==> config.mk <==
export PLATFORM = sky130hd
export DESIGN_NAME = branch_hazard_ctrl
export DESIGN_NICKNAME = d
export VERILOG_FILES = /design/src/rtl/branch_hazard_pkg.sv /design/src/rtl/branch_hazard_ctrl_sat_counter16.sv /design/src/rtl/branch_hazard_ctrl.sv
export SDC_FILE = /design/constraint.sdc
export NUM_CORES = 1
export LEC_CHECK = 0
export ABC_AREA = 1
export BUFFER_PORTS_ARGS = -buffer_cell sky130_fd_sc_hd__buf_2
export CORE_UTILIZATION = 38
export DETAILED_ROUTE_END_ITERATION = 16
export HOLD_SLACK_MARGIN = 0.06
export PLACE_DENSITY = 0.75
export SETUP_SLACK_MARGIN = 0.5
export SLEW_MARGIN = 5
export SYNTH_ARGS = -nofsm -noshare
export SYNTH_HDL_FRONTEND = slang
export SYNTH_SLANG_ARGS = --single-unit
==> constraint.sdc <==
create_clock -name clk -period 1.9 [get_ports clk]
set_clock_uncertainty 0.15 [all_clocks]
set_input_delay 0.38 -clock clk [delete_from_list [all_inputs] [get_ports clk]]
set_output_delay 0.38 -clock clk [all_outputs]
set_load 0.005 [all_outputs]
==> src/rtl/branch_hazard_pkg.sv <==
// Shared types and constants for the branch hazard controller.
//   state_t            : FSM states (S_IDLE, S_STALL)
//   STALL_FWD_IDEX     : stall depth for an ID/EX producer when forwarding is on
//   STALL_NOFWD_IDEX   : stall depth for an ID/EX producer with no forwarding
//   STALL_NOFWD_EXMEM  : stall depth for an EX/MEM producer with no forwarding
package branch_hazard_pkg;

    typedef enum logic {
        S_IDLE  = 1'b0,
        S_STALL = 1'b1
    } state_t;

    localparam int STALL_FWD_IDEX    = 1;
    localparam int STALL_NOFWD_IDEX  = 2;
    localparam int STALL_NOFWD_EXMEM = 1;

endpackage

==> src/rtl/branch_hazard_ctrl_sat_counter16.sv <==
// 16-bit event counter that sticks at 16'hFFFF.
// Ports:
//   clk_i    : clock
//   clr_i    : synchronous clear, active-high
//   en_i     : count enable (one increment per cycle)
//   count_o  : current count
module sat_counter16 (
    input  logic        clk_i,
    input  logic        clr_i,
    input  logic        en_i,
    output logic [15:0] count_o
);

    logic [15:0] count_q;

    always_ff @(posedge clk_i) begin
        if (clr_i) begin
            count_q <= 16'h0000;
        end else if (en_i && (count_q != 16'hFFFF)) begin
            count_q <= count_q + 16'h0001;
        end
    end

    assign count_o = count_q;

endmodule

==> src/rtl/branch_hazard_ctrl.sv <==
// Stall/flush controller for branches resolved in ID. Holds PC and IF/ID and
// bubbles ID/EX while a branch operand producer is still too young to be
// forwarded (or written back), then flushes IF/ID on a taken branch.
// Optional feature macro: BRANCH_HAZARD_STATS_EN adds stall_cycles and
// taken_flushes saturating event counters.
// Ports:
//   clk, reset                      : clock, synchronous active-high reset
//   forwarding                      : selects forwarding (1) or no-forwarding (0) depth table
//   branch, branch_taken, kill      : ID branch, comparator result, squash
//   rs, rt                          : ID source registers
//   reg_write_idex, mem_read_idex, writebackreg_idex    : ID/EX producer info
//   reg_write_exmem, mem_read_exmem, writebackreg_exmem : EX/MEM producer info
//   stall, bubble_idex, flush_ifid  : pipeline control outputs
//   busy                            : FSM in S_STALL
//   stall_cycles, taken_flushes     : event counters (BRANCH_HAZARD_STATS_EN only)
module branch_hazard_ctrl
    import branch_hazard_pkg::*;
#(
    parameter int STALL_W = 2
) (
    input  logic       clk,
    input  logic       reset,
    input  logic       forwarding,
    input  logic       branch,
    input  logic       branch_taken,
    input  logic       kill,
    input  logic [4:0] rs,
    input  logic [4:0] rt,
    input  logic       reg_write_idex,
    input  logic       mem_read_idex,
    input  logic [4:0] writebackreg_idex,
    input  logic       reg_write_exmem,
    input  logic       mem_read_exmem,
    input  logic [4:0] writebackreg_exmem,
    output logic       stall,
    output logic       bubble_idex,
    output logic       flush_ifid,
    output logic       busy
`ifdef BRANCH_HAZARD_STATS_EN
    ,
    output logic [15:0] stall_cycles,
    output logic [15:0] taken_flushes
`endif
);

    state_t               state_q, state_d;
    logic [STALL_W-1:0]   count_q, count_d;
    logic [STALL_W-1:0]   depth;
    logic                 hit_idex, hit_exmem;

    // Loads and ALU ops need the same depth here; the load flag only matters
    // to the load-use unit.
    logic unused_mem_read;
    assign unused_mem_read = mem_read_idex ^ mem_read_exmem;

    // A producer matters only if it writes a nonzero register read by the branch.
    assign hit_idex  = reg_write_idex && (writebackreg_idex != 5'd0) &&
                       ((writebackreg_idex == rs) || (writebackreg_idex == rt));
    assign hit_exmem = reg_write_exmem && (writebackreg_exmem != 5'd0) &&
                       ((writebackreg_exmem == rs) || (writebackreg_exmem == rt));

    // The ID/EX producer is always at least as deep as EX/MEM, so checking it
    // first yields the maximum over both operands.
    always_comb begin
        depth = '0;
        if (forwarding) begin
            if (hit_idex) depth = STALL_W'(STALL_FWD_IDEX);
        end else begin
            if (hit_idex)       depth = STALL_W'(STALL_NOFWD_IDEX);
            else if (hit_exmem) depth = STALL_W'(STALL_NOFWD_EXMEM);
        end
    end

    always_ff @(posedge clk) begin
        if (reset) begin
            state_q <= S_IDLE;
            count_q <= '0;
        end else begin
            state_q <= state_d;
            count_q <= count_d;
        end
    end

    always_comb begin
        state_d    = state_q;
        count_d    = count_q;
        stall      = 1'b0;
        flush_ifid = 1'b0;
        if (kill) begin
            state_d = S_IDLE;
            count_d = '0;
        end else begin
            case (state_q)
                S_IDLE: begin
                    if (branch) begin
                        if (depth != '0) begin
                            stall   = 1'b1;
                            count_d = depth - STALL_W'(1);
                            state_d = (depth > STALL_W'(1)) ? S_STALL : S_IDLE;
                        end else begin
                            flush_ifid = branch_taken;
                        end
                    end
                end
                S_STALL: begin
                    // Hazards are not re-evaluated here; the remaining count is trusted.
                    stall = 1'b1;
                    if (count_q <= STALL_W'(1)) begin
                        count_d = '0;
                        state_d = S_IDLE;
                    end else begin
                        count_d = count_q - STALL_W'(1);
                    end
                end
                default: begin
                    state_d = S_IDLE;
                    count_d = '0;
                end
            endcase
        end
    end

    assign bubble_idex = stall;
    assign busy        = (state_q == S_STALL);

`ifdef BRANCH_HAZARD_STATS_EN
    sat_counter16 u_stall_cnt (
        .clk_i   (clk),
        .clr_i   (reset),
        .en_i    (stall),
        .count_o (stall_cycles)
    );

    sat_counter16 u_flush_cnt (
        .clk_i   (clk),
        .clr_i   (reset),
        .en_i    (flush_ifid),
        .count_o (taken_flushes)
    );
`endif

endmodule

==> Word-level counts from Yosys, hierarchy flattened <==
Index checks and enable logic that the tools add are counted.
{ "totals": {"word_cells": 45, "output_inout_bits": 4, "regBits": 3} }
{ "classes": {"muxes": 21, "bitwise": 1, "order_cmp": 2, "n_addsub": 2, "reduce_logical": 11, "eq_ne": 6} }
{ "op_table": {"columns": ["op", "count"], "rows": [
  ["5-bit equality test", 4],
  ["1-bit 2-to-1 mux", 13],
  ["2-bit 2-to-1 mux", 5],
  ["5-bit nonzero test", 2],
  ["1-bit logical AND", 4],
  ["2-bit inequality test, second input constant", 2],
  ["1-bit case mux with 2 select lines", 2],
  ["2-bit case mux with 2 select lines", 1],
  ["2-bit by 1-bit subtractor with 2-bit output, second input constant", 2],
  ["2-bit by 1-bit greater-than comparator with 1-bit output, second input constant", 1],
  ["2-bit by 1-bit <= comparator with 1-bit output, second input constant", 1],
  ["1-bit logical OR", 2],
  ["2-bit AND reduction", 1],
  ["2-bit nonzero test", 1],
  ["2-bit OR reduction", 1],
  ["1-bit NOT", 1]
]} }

==> Depth between registers and ports, before layout <==
{ "depth": {"ltp_word": 11, "ltp_mapped": 16} }

==> Least setup slack after synthesis <==
OpenSTA, ideal clock, no wires.
{ "synth_timing": {"kind": "input port to output port", "startpoint": "input port writebackreg_idex[0]", "endpoint": "output port stall", "stages": 12, "n_path_buf": 1, "slack_ns": -0.146, "arrival_time_ns": 1.516, "cell_sequence": "xor2_1 nor2_1 nand3_1 nand2_2 nand2_1 nand2_1 nand2_2 ha_1 inv_1 a21oi_1 nor2_1 buf_4"} }
{ "synth_via": {"elab_chain_cells": 10} }
{ "synth_rtl": {"columns": ["element", "line", "rtl"], "rows": [
  ["start, declared", "branch_hazard_ctrl.sv:31", "input logic [4:0] writebackreg_idex,"],
  ["5-bit equality test or 5-bit nonzero test (tied branches)", "branch_hazard_ctrl.sv:58, branch_hazard_ctrl.sv:57", null],
  ["1-bit logical OR or 1-bit logical AND (tied branches)", "branch_hazard_ctrl.sv:58, branch_hazard_ctrl.sv:57", null],
  ["1-bit logical AND *", "branch_hazard_ctrl.sv:57", "assign hit_idex = reg_write_idex && (writebackreg_idex != 5'd0) &&"],
  ["2-bit 2-to-1 mux or 1-bit 2-to-1 mux (tied branches)", "branch_hazard_ctrl.sv:69, branch_hazard_ctrl.sv:67", null],
  ["2-bit 2-to-1 mux *", "branch_hazard_ctrl.sv:66", "if (forwarding) begin"],
  ["2-bit nonzero test *", "branch_hazard_ctrl.sv:96", "if (depth != '0) begin"],
  ["1-bit 2-to-1 mux *", "branch_hazard_ctrl.sv:96", null],
  ["1-bit 2-to-1 mux *", "branch_hazard_ctrl.sv:95", "if (branch) begin"],
  ["1-bit case mux with 2 select lines *", "branch_hazard_ctrl.sv:93", "case (state_q)"],
  ["1-bit 2-to-1 mux *", "branch_hazard_ctrl.sv:89", "if (kill) begin"],
  ["end, declared", "branch_hazard_ctrl.sv:35", "output logic stall,"]
]} }
Mark *: on every way between the ends. The rest lies on a longest branch, timed or not.

==> Final worst setup path <==
{ "layout_timing": {"startpoint": "input port rt[0]", "endpoint": "output port stall"} }
{ "layout_via": {"elab_chain_cells": 11} }
{ "layout_rtl": {"columns": ["element", "line", "rtl"], "rows": [
  ["start, declared", "branch_hazard_ctrl.sv:28", "input logic [4:0] rt,"],
  ["5-bit equality test", "branch_hazard_ctrl.sv:60", "((writebackreg_exmem == rs) || (writebackreg_exmem == rt));"],
  ["1-bit logical OR", "branch_hazard_ctrl.sv:60", null],
  ["1-bit logical AND", "branch_hazard_ctrl.sv:59", "assign hit_exmem = reg_write_exmem && (writebackreg_exmem != 5'd0) &&"],
  ["1-bit 2-to-1 mux", "branch_hazard_ctrl.sv:70", "else if (hit_exmem) depth = STALL_W'(STALL_NOFWD_EXMEM);"],
  ["2-bit 2-to-1 mux", "branch_hazard_ctrl.sv:69", "if (hit_idex) depth = STALL_W'(STALL_NOFWD_IDEX);"],
  ["2-bit 2-to-1 mux *", "branch_hazard_ctrl.sv:66", null],
  ["2-bit nonzero test *", "branch_hazard_ctrl.sv:96", null],
  ["1-bit 2-to-1 mux *", "branch_hazard_ctrl.sv:96", null],
  ["1-bit 2-to-1 mux *", "branch_hazard_ctrl.sv:95", null],
  ["1-bit case mux with 2 select lines *", "branch_hazard_ctrl.sv:93", null],
  ["1-bit 2-to-1 mux *", "branch_hazard_ctrl.sv:89", null]
]} }
Marked as above.

==> results_dict.tcl <==
set metrics [dict create \
    first_global_vias 774 \
    fin_crit_sh_pct 116 \
    yosysTopAreaCell "nand2_1" \
    p_leak_nw 0.625 \
    m1WireLength_um 774 \
    grt-ovfl-total 0 \
    min_period_ps 2200 \
    power_density_mw_per_mm2 341 \
    clockPowerShare_pct 29.9 \
    fin_area_mm2 0.00102 \
    initial_core_util_pct 43.3 \
    synthTopCellsByArea "nand2_1 (31%), inv_1 (14%), dfxtp_1 (10%)" \
    clkSinkCount 3 \
    dp_hpwl_um 1400 \
    clockBufferDepth 2 \
    status "finished with violations" \
    whs_ps 294 \
    critPathTopFamily "simple AND/OR/NAND/NOR gates" \
    fin_nets 202 \
    tightest_slew_ps 270 \
    fill_cells 118 \
    io_buffers 31 \
    end_kind "output pin" \
    worst_setup_hold_path_clk_slew_ps 30 \
    core_area_mm2 0.00138 \
    drtIter0Drc 13 \
    gp_congestion 0.802 \
    synth.area.mux_share_pct 0 \
    syn_area_per_cell_um2 4.87 \
    crit_slowest_cell "xor2_1" \
    slew_headroom_pct 82.0 \
    switchingPower_mw 0.119 \
    stdcell_count 185 \
    critPathArrivalTime_ps 1670 \
    synth_area_um2 599 \
    rsz0062_at_grt "yes" \
    cts_tree "yes" \
    route.detailed.drc 0 \
    synth_nets 154 \
    wl_met3_um 62 \
    worstPathCellList "buf_6, xor2_1, nor2_4, nand3_2, nand2_2, nand3_4, nand2_4, ha_4, inv_4, a21oi_4, nor2_2, buf_2" \
    dr_wl_met2_um 955 \
    cts-root-buf "clkbuf_4" \
    rows 13 \
    grt_pass1_wl_um 2950 \
    power.share.combinational_pct 51.4 \
    crit_buf_inv 3 \
    num_vias 876 \
    die_h_um 41.7 \
    avgViaCountPerCell 4.74 \
    hold_class "primary input to register" \
    drt-total-wl_um 1820 \
    ys_warn_count 0 \
    swShare_pct 34.2 \
    crit_fanout 3 \
    synth_top_cell_area_share_pct 30.7 \
    seq_area_frac_synth_pct 10.0 \
    drive_gt1_share_pct 46.5 \
    peakVddDrop_v 0.000337 \
    power.total_mw 0.349 \
    antenna_found_initial 0 \
    wl_per_cell_um 9.84 \
    synthAdderAreaFrac_pct 2.09 \
    p_int_mw 0.230 \
    cts_buffers 3 \
    synth_cells 123 \
    die_w_um 41.7 \
    required_ps 1370 \
    firstDrtPassIters 4 \
    violations "negative setup slack" \
    yosysUniqueCellTypes 18 \
    path_class "primary input to output pin" \
    postCtsHoldBufs 0 \
    insertion_delay_ps 220 \
    antenna_cells 0 \
    grt_start_max_net_pins 7 \
    layout_commonest_cell "nand2_1" \
    yosys.area_share.simple_pct 55.3 \
    synth_top_family_by_area "simple AND/OR/NAND/NOR gates" \
    mostFrequentLayoutCells "nand2_1 (41), buf_2 (23), inv_1 (17)" \
    fmax_mhz 455 \
    dp_cells 174 \
    synth_seq_cells 3 \
    drtAntennaViolNets 0 \
    maxSlewViolCount 0 \
    io_pins 34 \
    synth_compound_area_share_pct 7.72 \
    placed_cell_area_um2 837 \
    critPathLaunchType "primary input" \
    cpPeakStageDelay_ps 180 \
    top_layer_used "met4" \
    synth_xor_xnor_area_share_pct 7.31 \
    htreeDepth 1 \
    dieArea_mm2 0.00174 \
    finalSetupViolCount 5 \
    hold_viol 0 \
    area_growth_pct 71.0 \
    grt_usage_pct 20.5 \
    drv_cap 0 \
    setup_ws_ps -299 \
    seq_power_share_pct 18.6 \
]
-- flip-flops by register name, indices dropped and copies added (netlist names) --
| name | count |
|---|---|
| busy | 1 |
| count_q | 2 |
-- layout make-up --
| class | instances | area (um2) | area share [%] |
|---|---|---|---|
| Tap cell | 15 | 18.8 | 1.83 |
| Inverter | 26 | 103 | 10.0 |
| Clock buffer | 4 | 26.3 | 2.56 |
| Timing Repair Buffer | 44 | 299 | 29.2 |
| Multi-Input combinational cell | 93 | 517 | 50.4 |
| Sequential cell | 3 | 61.3 | 5.98 |
-- cells by family after synthesis --
| family | after synthesis |
|---|---|
| fa+ha+maj | 1 |
| flops | 3 |
| buf+inv | 27 |
| xor+xnor | 5 |
| simple gates | 79 |
| compound gates | 8 |
-- stage by stage --
stage | TNS, ps | setup slack (ps) | util, %
after floorplan | -95.9 | -95.9 | -
after global placement | -1140 | -259 | 60.5
after detailed placement | -1540 | -344 | 60.5
after CTS | -978 | -289 | 66.7
after global routing | -1830 | -423 | 74.1
final | -1210 | -299 | 74.1
-- repair_timing --
action	in CTS	in global routing
gates resized for setup	9	27
pin swaps	9	18
buffers inserted	4	3
endpoints found under the setup margin	6	6
-- synth_stat cells --
| cell | number |
|---|---|
| inv_1 | 22 |
| nor2_1 | 16 |
| inv_2 | 4 |
| nand2_2 | 3 |
| ha_1 | 1 |
| buf_4 | 1 |
| o21a_1 | 1 |
| o21ai_0 | 4 |
| nand4_1 | 1 |
| dfxtp_1 | 3 |
| xor2_1 | 1 |
| a21oi_2 | 1 |
| xnor2_1 | 4 |
| nand2_1 | 49 |
| nand3_4 | 1 |
| a21oi_1 | 2 |
| nor3_1 | 2 |
| nand3_1 | 7 |
-- worst min-delay path, delay by kind of cell --
kind | cells | cell delay (ps)
and+or+nand+nor | 1 | 60
AOI/OAI and AO/OA | 2 | 100
buffers and inverters | 1 | 70
-- per-layer routing --
layer,vias up,track usage [%]
met4,0,0
met3,2,1.30
met5,-,0
li1,457,-
met2,25,39.4
met1,392,26.3
-- path summary, 6_finish.rpt --
| kind | start | endpoint | slack, ps | cells past startpoint |
|---|---|---|---|---|
| setup reg to reg | busy$_SDFF_PP0_ | count_q[1]$_SDFFE_PP0P_ | 530 | 8 |
| hold reg to reg | count_q[1]$_SDFFE_PP0P_ | count_q[1]$_SDFFE_PP0P_ | 360 | 2 |
| hold / removal | reset | count_q[0]$_SDFFE_PP0P_ | 290 | 4 |
| setup / recovery | rt[0] | stall | -300 | 12 |
-- power by group through the flow --
stage	sequential [mW]	clock, mW	combinational, mW
after CTS	0.0650	0.108	0.152
after floorplan	0.0657	0	0.0767
final	0.0651	0.105	0.180
after detailed placement	0.0658	0	0.142
after global routing	0.0652	0.116	0.199
after global placement	0.0658	0	0.137
Power figures use the tool's default switching activity.
